File: src/rtl/ysyx_25010008_alu_dispatch.sv
// RV32I ALU dispatcher: decodes OP/OP-IMM/LUI/AUIPC/BRANCH into ALU requests
// and buffers them in a 2-entry FIFO whose head drives the outputs.
module ysyx_25010008_alu_dispatch (
  input  logic        clock,
  input  logic        rst_n,
  input  logic        flush,
  input  logic        in_valid,
  output logic        in_ready,
  input  logic [31:0] inst,
  input  logic [31:0] pc,
  input  logic [31:0] rs1_data,
  input  logic [31:0] rs2_data,
  output logic        out_valid,
  input  logic        out_ready,
  output logic [7:0]  alu_opcode,
  output logic [31:0] operand1,
  output logic [31:0] operand2,
  output logic [4:0]  rd,
  output logic        rd_wen,
  output logic        is_branch,
  output logic        illegal,
  output logic [7:0]  illegal_cnt
);

  typedef struct packed {
    logic [7:0]  op;
    logic [31:0] a;
    logic [31:0] b;
    logic [4:0]  rd;
    logic        wen;
    logic        br;
    logic        ill;
  } entry_t;

  entry_t      r_slot0, r_slot1, w_dec;
  logic [1:0]  r_cnt;
  logic        r_live;
  logic [7:0]  r_ill_cnt;
  logic        w_legal, w_is_op, w_shift, w_push, w_pop;
  logic [2:0]  w_f3;
  logic [6:0]  w_f7;

  assign w_f3    = inst[14:12];
  assign w_f7    = inst[31:25];
  assign w_is_op = (inst[6:0] == 7'b0110011);
  assign w_shift = (w_f3 == 3'b001) || (w_f3 == 3'b101);

  always_comb begin
    w_dec    = '0;
    w_legal  = 1'b1;
    w_dec.rd = inst[11:7];
    case (inst[6:0])
      7'b0110011, 7'b0010011: begin
        w_dec.wen = 1'b1;
        w_dec.a   = rs1_data;
        if (w_is_op)      w_dec.b = rs2_data;
        else if (w_shift) w_dec.b = {27'b0, inst[24:20]};
        else              w_dec.b = {{20{inst[31]}}, inst[31:20]};
        case (w_f3)
          3'b000: begin
            w_dec.op = (w_is_op && w_f7 == 7'b0100000) ? 8'h01 : 8'h00;
            w_legal  = !w_is_op || w_f7 == 7'b0000000 || w_f7 == 7'b0100000;
          end
          3'b001: begin
            w_dec.op = 8'h10;
            w_legal  = (w_f7 == 7'b0000000);
          end
          3'b101: begin
            w_dec.op = (w_f7 == 7'b0100000) ? 8'h40 : 8'h20;
            w_legal  = (w_f7 == 7'b0000000) || (w_f7 == 7'b0100000);
          end
          3'b010: begin w_dec.op = 8'h21; w_legal = !w_is_op || w_f7 == 7'b0; end
          3'b011: begin w_dec.op = 8'h09; w_legal = !w_is_op || w_f7 == 7'b0; end
          3'b100: begin w_dec.op = 8'h02; w_legal = !w_is_op || w_f7 == 7'b0; end
          3'b110: begin w_dec.op = 8'h04; w_legal = !w_is_op || w_f7 == 7'b0; end
          default: begin w_dec.op = 8'h08; w_legal = !w_is_op || w_f7 == 7'b0; end
        endcase
      end
      7'b0110111: begin
        w_dec.wen = 1'b1;
        w_dec.b   = {inst[31:12], 12'b0};
      end
      7'b0010111: begin
        w_dec.wen = 1'b1;
        w_dec.a   = pc;
        w_dec.b   = {inst[31:12], 12'b0};
      end
      7'b1100011: begin
        w_dec.br = 1'b1;
        w_dec.a  = rs1_data;
        w_dec.b  = rs2_data;
        case (w_f3)
          3'b000:  w_dec.op = 8'h03;
          3'b001:  w_dec.op = 8'h05;
          3'b100:  w_dec.op = 8'h21;
          3'b101:  w_dec.op = 8'h41;
          3'b110:  w_dec.op = 8'h09;
          3'b111:  w_dec.op = 8'h11;
          default: w_legal  = 1'b0;
        endcase
      end
      default: w_legal = 1'b0;
    endcase
    if (!w_legal) begin
      w_dec.op  = 8'h00;
      w_dec.a   = '0;
      w_dec.b   = '0;
      w_dec.wen = 1'b0;
      w_dec.br  = 1'b0;
      w_dec.ill = 1'b1;
    end
    if (w_dec.rd == 5'd0) w_dec.wen = 1'b0;
  end

  // r_live holds in_ready low until the first edge after reset release
  assign in_ready  = r_live && (r_cnt != 2'd2);
  assign out_valid = (r_cnt != 2'd0);
  assign w_push    = in_valid && in_ready && !flush;
  assign w_pop     = out_valid && out_ready;

  always_ff @(posedge clock or negedge rst_n) begin
    if (!rst_n) begin
      r_live    <= 1'b0;
      r_cnt     <= '0;
      r_slot0   <= '0;
      r_slot1   <= '0;
      r_ill_cnt <= '0;
    end else begin
      r_live <= 1'b1;
      if (w_push && w_dec.ill && r_ill_cnt != '1) r_ill_cnt <= r_ill_cnt + 8'd1;
      if (flush) begin
        r_cnt <= '0;
      end else begin
        // head always lives in r_slot0; simultaneous push/pop only occurs at occupancy 1
        case ({w_push, w_pop})
          2'b10: begin
            if (r_cnt == 2'd0) r_slot0 <= w_dec;
            else               r_slot1 <= w_dec;
            r_cnt <= r_cnt + 2'd1;
          end
          2'b01: begin
            r_slot0 <= r_slot1;
            r_cnt   <= r_cnt - 2'd1;
          end
          2'b11:   r_slot0 <= w_dec;
          default: ;
        endcase
      end
    end
  end

  assign alu_opcode  = r_slot0.op;
  assign operand1    = r_slot0.a;
  assign operand2    = r_slot0.b;
  assign rd          = r_slot0.rd;
  assign rd_wen      = r_slot0.wen;
  assign is_branch   = r_slot0.br;
  assign illegal     = r_slot0.ill;
  assign illegal_cnt = r_ill_cnt;

endmodule

File: config.mk
export PLATFORM = sky130hd
export DESIGN_NAME = ysyx_25010008_alu_dispatch
export DESIGN_NICKNAME = d
export VERILOG_FILES = /design/src/rtl/ysyx_25010008_alu_dispatch.sv
export SDC_FILE = /design/constraint.sdc
export NUM_CORES = 1
export LEC_CHECK = 0
export BUFFER_PORTS_ARGS = -buffer_cell sky130_fd_sc_hd__buf_2
export CAP_MARGIN = 0
export CORE_UTILIZATION = 45
export DETAILED_ROUTE_END_ITERATION = 16
export PLACE_DENSITY = 0.81
export SYNTH_ARGS = -nofsm -noshare
export SYNTH_HDL_FRONTEND = slang
export SYNTH_SLANG_ARGS = --single-unit
export TNS_END_PERCENT = 1
File: constraint.sdc
create_clock -name clock -period 2.7 [get_ports clock]
set_input_delay 0.675 -clock clock [delete_from_list [all_inputs] [get_ports clock]]
set_output_delay 0.675 -clock clock [all_outputs]
set_load 0.01 [all_outputs]
Word level (Yosys, flattened, before mapping)
Cells that the tools add are included.

storage, ports and cells
  register bits = 171
  latch bits = 0
  RAM bits = 0
  bits in read-only memories = 0
  input port bits = 133
  output and inout bits = 90
  memories = 0

operators by class
  $add $sub $neg = 3
  $mul = 0
  div/mod/pow operators = 0
  order comparisons = 0
  eq/ne operators = 19
  shifts and indexed selects = 0
  muxes and demuxes = 21
  bitwise gates (word level) = 2
  reductions and logical operators = 27

operators by type and width
  kind                                           number
  one-hot mux 80 bit (3 select lines)            1
  one-hot mux 32 bit (3 select lines)            1
  two-way mux 80 bit                             1
  two-way mux 72 bit                             1
  two-way mux 32 bit                             2
  one-hot mux 32 bit (2 select lines)            1
  one-hot mux 7 bit (7 select lines)             1
  one-hot mux 7 bit (6 select lines)             1
  == test 7 x 6 -> 1 bit, second input constant  3
  one-hot mux 8 bit (2 select lines)             1
  == test 7 x 5 -> 1 bit, second input constant  2
  == test 3 bit, second input constant           4
  adder 8 x 1 -> 8 bit, second input constant    1
  inequality test 8 bit, second input constant   1
  == test 7 bit, second input constant           1
  logical AND 1 bit                              7
  logical NOT 7 bit                              1
  two-way mux 7 bit                              1
  == test 3 x 2 -> 1 bit, second input constant  2
  one-hot mux 1 bit (3 select lines)             2
  AND reduction 3 bit                            2
  nonzero test 3 bit                             2
  OR reduction 6 bit                             1
  logical NOT 5 bit                              1
  19 further kinds                               31

Depth between registers and ports, before layout
  depth in word-level cells = 10
  gate-level depth with buffers = 8
  gate-level depth less buffers = 6

Worst setup path after synthesis
OpenSTA, ideal clock, no wires.

  path kind = input -> register
  from = in inst[14]
  to = reg r_ill_cnt[1], in the netlist illegal_cnt[1]
  library setup time = 127 ps
  arrival time = 2,073 ps
  required time = 2,573 ps
  setup slack = 499 ps
  cell stages on the path = 6
  path buffers = 1
  cell sequence = buf_2 > nand2b_1 > a31oi_2 > nor2_8 > a211oi_4 > mux2_1

on the way
  word-level cells in the longest chain between the ends = 7
  elaborated cells between the ends (all ways) = 13

RTL lines
  item                                                  line    source
  from (decl)                                           9       input logic [31:0] inst,
  == test 3 x 1 -> 1 bit, or another cell as far along  59, 92
  OR reduction 6 bit (no source line)                   --
  two-way mux 1 bit                                     92      case (w_f3)
  one-hot mux 1 bit (3 select lines) *                  52      case (inst[6:0])
  two-way mux 3 bit *                                   104     if (!w_legal) begin
  logical AND 1 bit * (2 in series)                     130     if (w_push && w_dec.ill && r_ill_cnt != '1) r_ill_cnt <= r_ill_cnt + 8'd1;
  to (signal assigned)                                  130
  to (decl)                                             38      logic [7:0] r_ill_cnt;

Mark *: on every way between the ends. The rest lies on a longest branch, timed or not.
A chain may end at the register's enable or synchronous reset.

Worst setup path after layout
  from = reg r_cnt[0]
  to = reg r_slot0 (netlist bit operand2[3])

on the way
  word-level cells in the longest chain between the ends = 7
  elaborated cells between the ends (all ways) = 14

RTL lines
  item                                                                                 line  source
  from (decl)                                                                          36    logic [1:0] r_cnt;
  from (signal assigned)                                                               139   r_cnt <= r_cnt + 2'd1;
  from (signal assigned)                                                               143   r_cnt <= r_cnt - 2'd1;
  inequality test 2 bit                                                                116   assign in_ready = r_live && (r_cnt != 2'd2);
  logical AND 1 bit                                                                    116
  logical AND 1 bit (2 in series)                                                      118   assign w_push = in_valid && in_ready && !flush;
  == test 2 bit / == test 2 x 1 -> 1 bit (equally long branches)                       135   case ({w_push, w_pop})
  inequality test 2 bit (no source line) / nonzero test 3 bit (equally long branches)  --
  AND reduction 3 bit (no source line)                                                 --
  to (signal assigned)                                                                 137   if (r_cnt == 2'd0) r_slot0 <= w_dec;
  to (signal assigned)                                                                 142   r_slot0 <= r_slot1;
  to (signal assigned)                                                                 145   2'b11: r_slot0 <= w_dec;
  to (decl)                                                                            35    entry_t r_slot0, r_slot1, w_dec;

Several ways; a longest one is shown, not always the timed one.

==> summary.md <==
| Metric | Value |
|---|---|
| Switch share | 28.4% |
| Diode count | 0 |
| Final Critical Period | 2330 ps |
| Buffers added on ports | 221 |
| Area Overhead vs Synth | 24.7% |
| Post-synth ARST share | 100% |
| Tot GR Track Use | 25.2% |
| Multi-input gate area | 3780 um2 |
| Number of synthesized flops with an enable pin | 0 |
| WL final | 23700 um |
| Combinational group share of total power | 17.2% |
| Hold Vio Cnt, Final | 0 |
| Seq/Total Area, Yosys | 50.9% |
| Critical Path RT | 3040 ps |
| TritonRoute pass-1 iters | 6 |
| Worst-skew pair later-pin latency | 430 ps |
| Main synth FF type | dfrtp_1 |
| WS Path Type | flip-flop to flip-flop |
| Initial DRC count | 599 |
| Maximum VDD drop | 0.447 mV |
| Post-synthesis area per instance | 9.40 um2 |
| Sequential cell area | 4230 um2 |
| Die footprint | 19000 um2 |
| CTS Buf Count | 17 |
| Maximum clock insertion buffer count | 2 |
| Crit path DAT | 2670 ps |
| P_int | 4680 uW |
| Critical Path Fanout Max | 76 |
| Worst hold-check path type | input pin to asynchronous set/reset pin |
| Net Switching | 1850 uW |
| Mapped Nets | 1019 |
| Global route overflow | 0 |
| Unrepaired setup endpoints after global routing | no |
| H-tree levels | 4 |
| Pwr per Cell Area | 630 nW/um2 |
| LEAKAGE | 0.00480 uW |
| CTS sink count | 169 |
| Area of the core | 18000 um2 |
| Mapped Area | 8320 um2 |
| Status | finished, final reports clean |
| Fin nets | 1214 |
| Via density | 5.76 |
| Reg power frac | 45.3% |
| Setup violators final | 0 |
| Setup_tns | 0 ps |
| Vias | 7621 |
| Die width | 138 um |
| Clock Power Share | 37.5% |
| GPL Wtd Cong | 0.877 |
| Startpoint Class | flip-flop |
| Placement Rows | 49 |
| Design Power | 6530 uW |
| Post-synthesis cell type count | 60 |
| Max-slew violations | 0 |
| Slew @ Worst Pin | 893 ps |
| I/O pins | 223 |
| Setup bufs post-CTS | 0 |
| Clock transition at path regs | 70 ps |
| Largest net degree at the start of global routing | 144 |
| Global-route wire length before repair | 36700 um |
| Die height | 138 um |
| Worst clock skew | 8.29 ps |
| Residual DRC count | 0 |
| Layout cells sized above 1 | 29.0% |
| Post-cts resize count | 0 |
| Synth Instances | 885 |
| Wire per inst | 17.9 um |
| Max_cap viols | 0 |
| Vias in the first global route | 6984 |
| Root Driver | clkbuf_16 |
| Synth warn | 0 |
| ANT nets after route | 0 |
| Fmax | 429 MHz |
| Initial antenna violation count | 0 |
| Crit share post-route | 86.3% |
| Initial Util | 46.1% |
| Register bit total from synthesis | 169 |
| Crit. End Element | flip-flop |
| CTS tree | done |
| Final HPWL DP | 16100 um |
| Fillers | 1605 |
| CTS Hold Buffers Added | 0 |
| Worst slew margin | 40.4% |
per-stage QoR:
step / instances / utilization (%) / setup WS (ps) / instance area, um2 / hold WS [ps]
after floorplan: 885 / - / 499 / 8320 / 379
after global placement: 1290 / 54.3 / 179 / 9780 / 451
after detailed placement: 1290 / 54.3 / 81.0 / 9780 / 457
after CTS: 1322 / 57.5 / 382 / 10400 / 227
after global routing: 1322 / 57.5 / 262 / 10400 / 234
final: 1322 / 57.5 / 369 / 10400 / 215
area by class of cell:
class / instances / area share (%)
Clock inverter: 12 / 1.34
Multi-Input combinational cell: 639 / 36.5
Tap cell: 229 / 2.76
Inverter: 2 / 0.0724
Clock buffer: 20 / 4.31
Sequential cell: 169 / 40.8
Timing Repair Buffer: 251 / 14.2
final timing paths:
check / startpoint / slack (ps) / cells past startpoint / endpoint
min reg2reg: r_slot1[19] / 470 / 2 / r_slot1[19]
max: r_cnt[0] / 370 / 6 / operand2[3]
max reg2reg: r_cnt[0] / 370 / 6 / operand2[3]
min in group clock: r_slot1[19] / 470 / 2 / r_slot1[19]
min: rst_n / 210 / 1 / operand1[19]
max in group asynchronous: rst_n / 1840 / 2 / operand2[8]
critical path: stages (launching register included):
cell      delay (ps)
dfrtp_1          520
nor2_4           250
or3b_1           200
a21boi_4         190
buf_4            670
a21boi_0         220
o31ai_1          110
cell families after synthesis:
family                   count (synthesis)  synth area share [%]
adder cells (fa/ha/maj)                  1                 0.150
AND/OR/NAND/NOR                        293                  16.8
XOR/XNOR                                 7                 0.737
AO/OA/AOI/OAI                          335                  26.9
buffers and inverters                   77                  4.36
other                                    2                0.0903
flip-flops                             169                  50.9
multiplexers                             1                 0.135
routing by layer:
metal | vias up | GRT usage (%) | part of all wire [%]
met2 | 363 | 38.9 | 46
li1 | 3616 | - | -
met3 | 38 | 5.92 | 8.1
met1 | 3604 | 34.5 | 43
met4 | 0 | 9.24 | 2.1
met5 | - | 0 | 0
registers in the layout, summed over array words and instances, names as in the netlist:
| signal | flops |
|---|---|
| rd_wen | 1 |
| is_branch | 1 |
| illegal_cnt | 8 |
| operand1 | 32 |
| alu_opcode | 7 |
| rd | 5 |
| operand2 | 32 |
| illegal | 1 |
| r_cnt | 2 |
| r_slot1 | 79 |
| r_live | 1 |
power groups by stage:
| stage | clock (uW) | sequential [uW] | combinational (uW) |
|---|---|---|---|
| after floorplan | 0 | 3110 | 450 |
| after global placement | 0 | 3000 | 1100 |
| after detailed placement | 0 | 3010 | 1130 |
| after CTS | 2480 | 2960 | 1130 |
| after global routing | 2570 | 2990 | 1250 |
| final | 2450 | 2960 | 1120 |
Yosys cell counts (3+ instances only):
cell / count / share of area [%]
and3_1: 18 / 1.4
nand2_1: 127 / 5.7
dfrtp_1: 169 / 51
nand3_1: 12 / 0.72
nand2b_1: 23 / 1.7
xnor2_1: 6 / 0.63
buf_6: 4 / 0.54
o22ai_1: 52 / 3.9
a31oi_1: 8 / 0.60
o31ai_1: 57 / 5.1
clkbuf_1: 33 / 1.5
a21o_1: 9 / 0.81
nor3_1: 11 / 0.66
o31ai_2: 12 / 1.8
a21oi_1: 89 / 5.4
o21a_1: 3 / 0.27
o21ai_0: 34 / 2.0
buf_2: 29 / 1.7
nor2_1: 72 / 3.2
buf_1: 7 / 0.32
a22oi_1: 51 / 4.6
nor2b_1: 5 / 0.38
nand4_1: 5 / 0.38
placed cells by master, fill, tap and decap left out, types with 17 or more instances in the layout:
cell type,n
nand2_1,126
dfrtp_1,169
o22ai_1,52
o31ai_1,57
buf_4,19
a21oi_1,88
nor2_1,72
o21ai_0,34
buf_2,220
nand2b_1,23
a22oi_1,51
and3_1,18
clkbuf_16,17
Note: power is estimated with default switching activity, not from simulation.
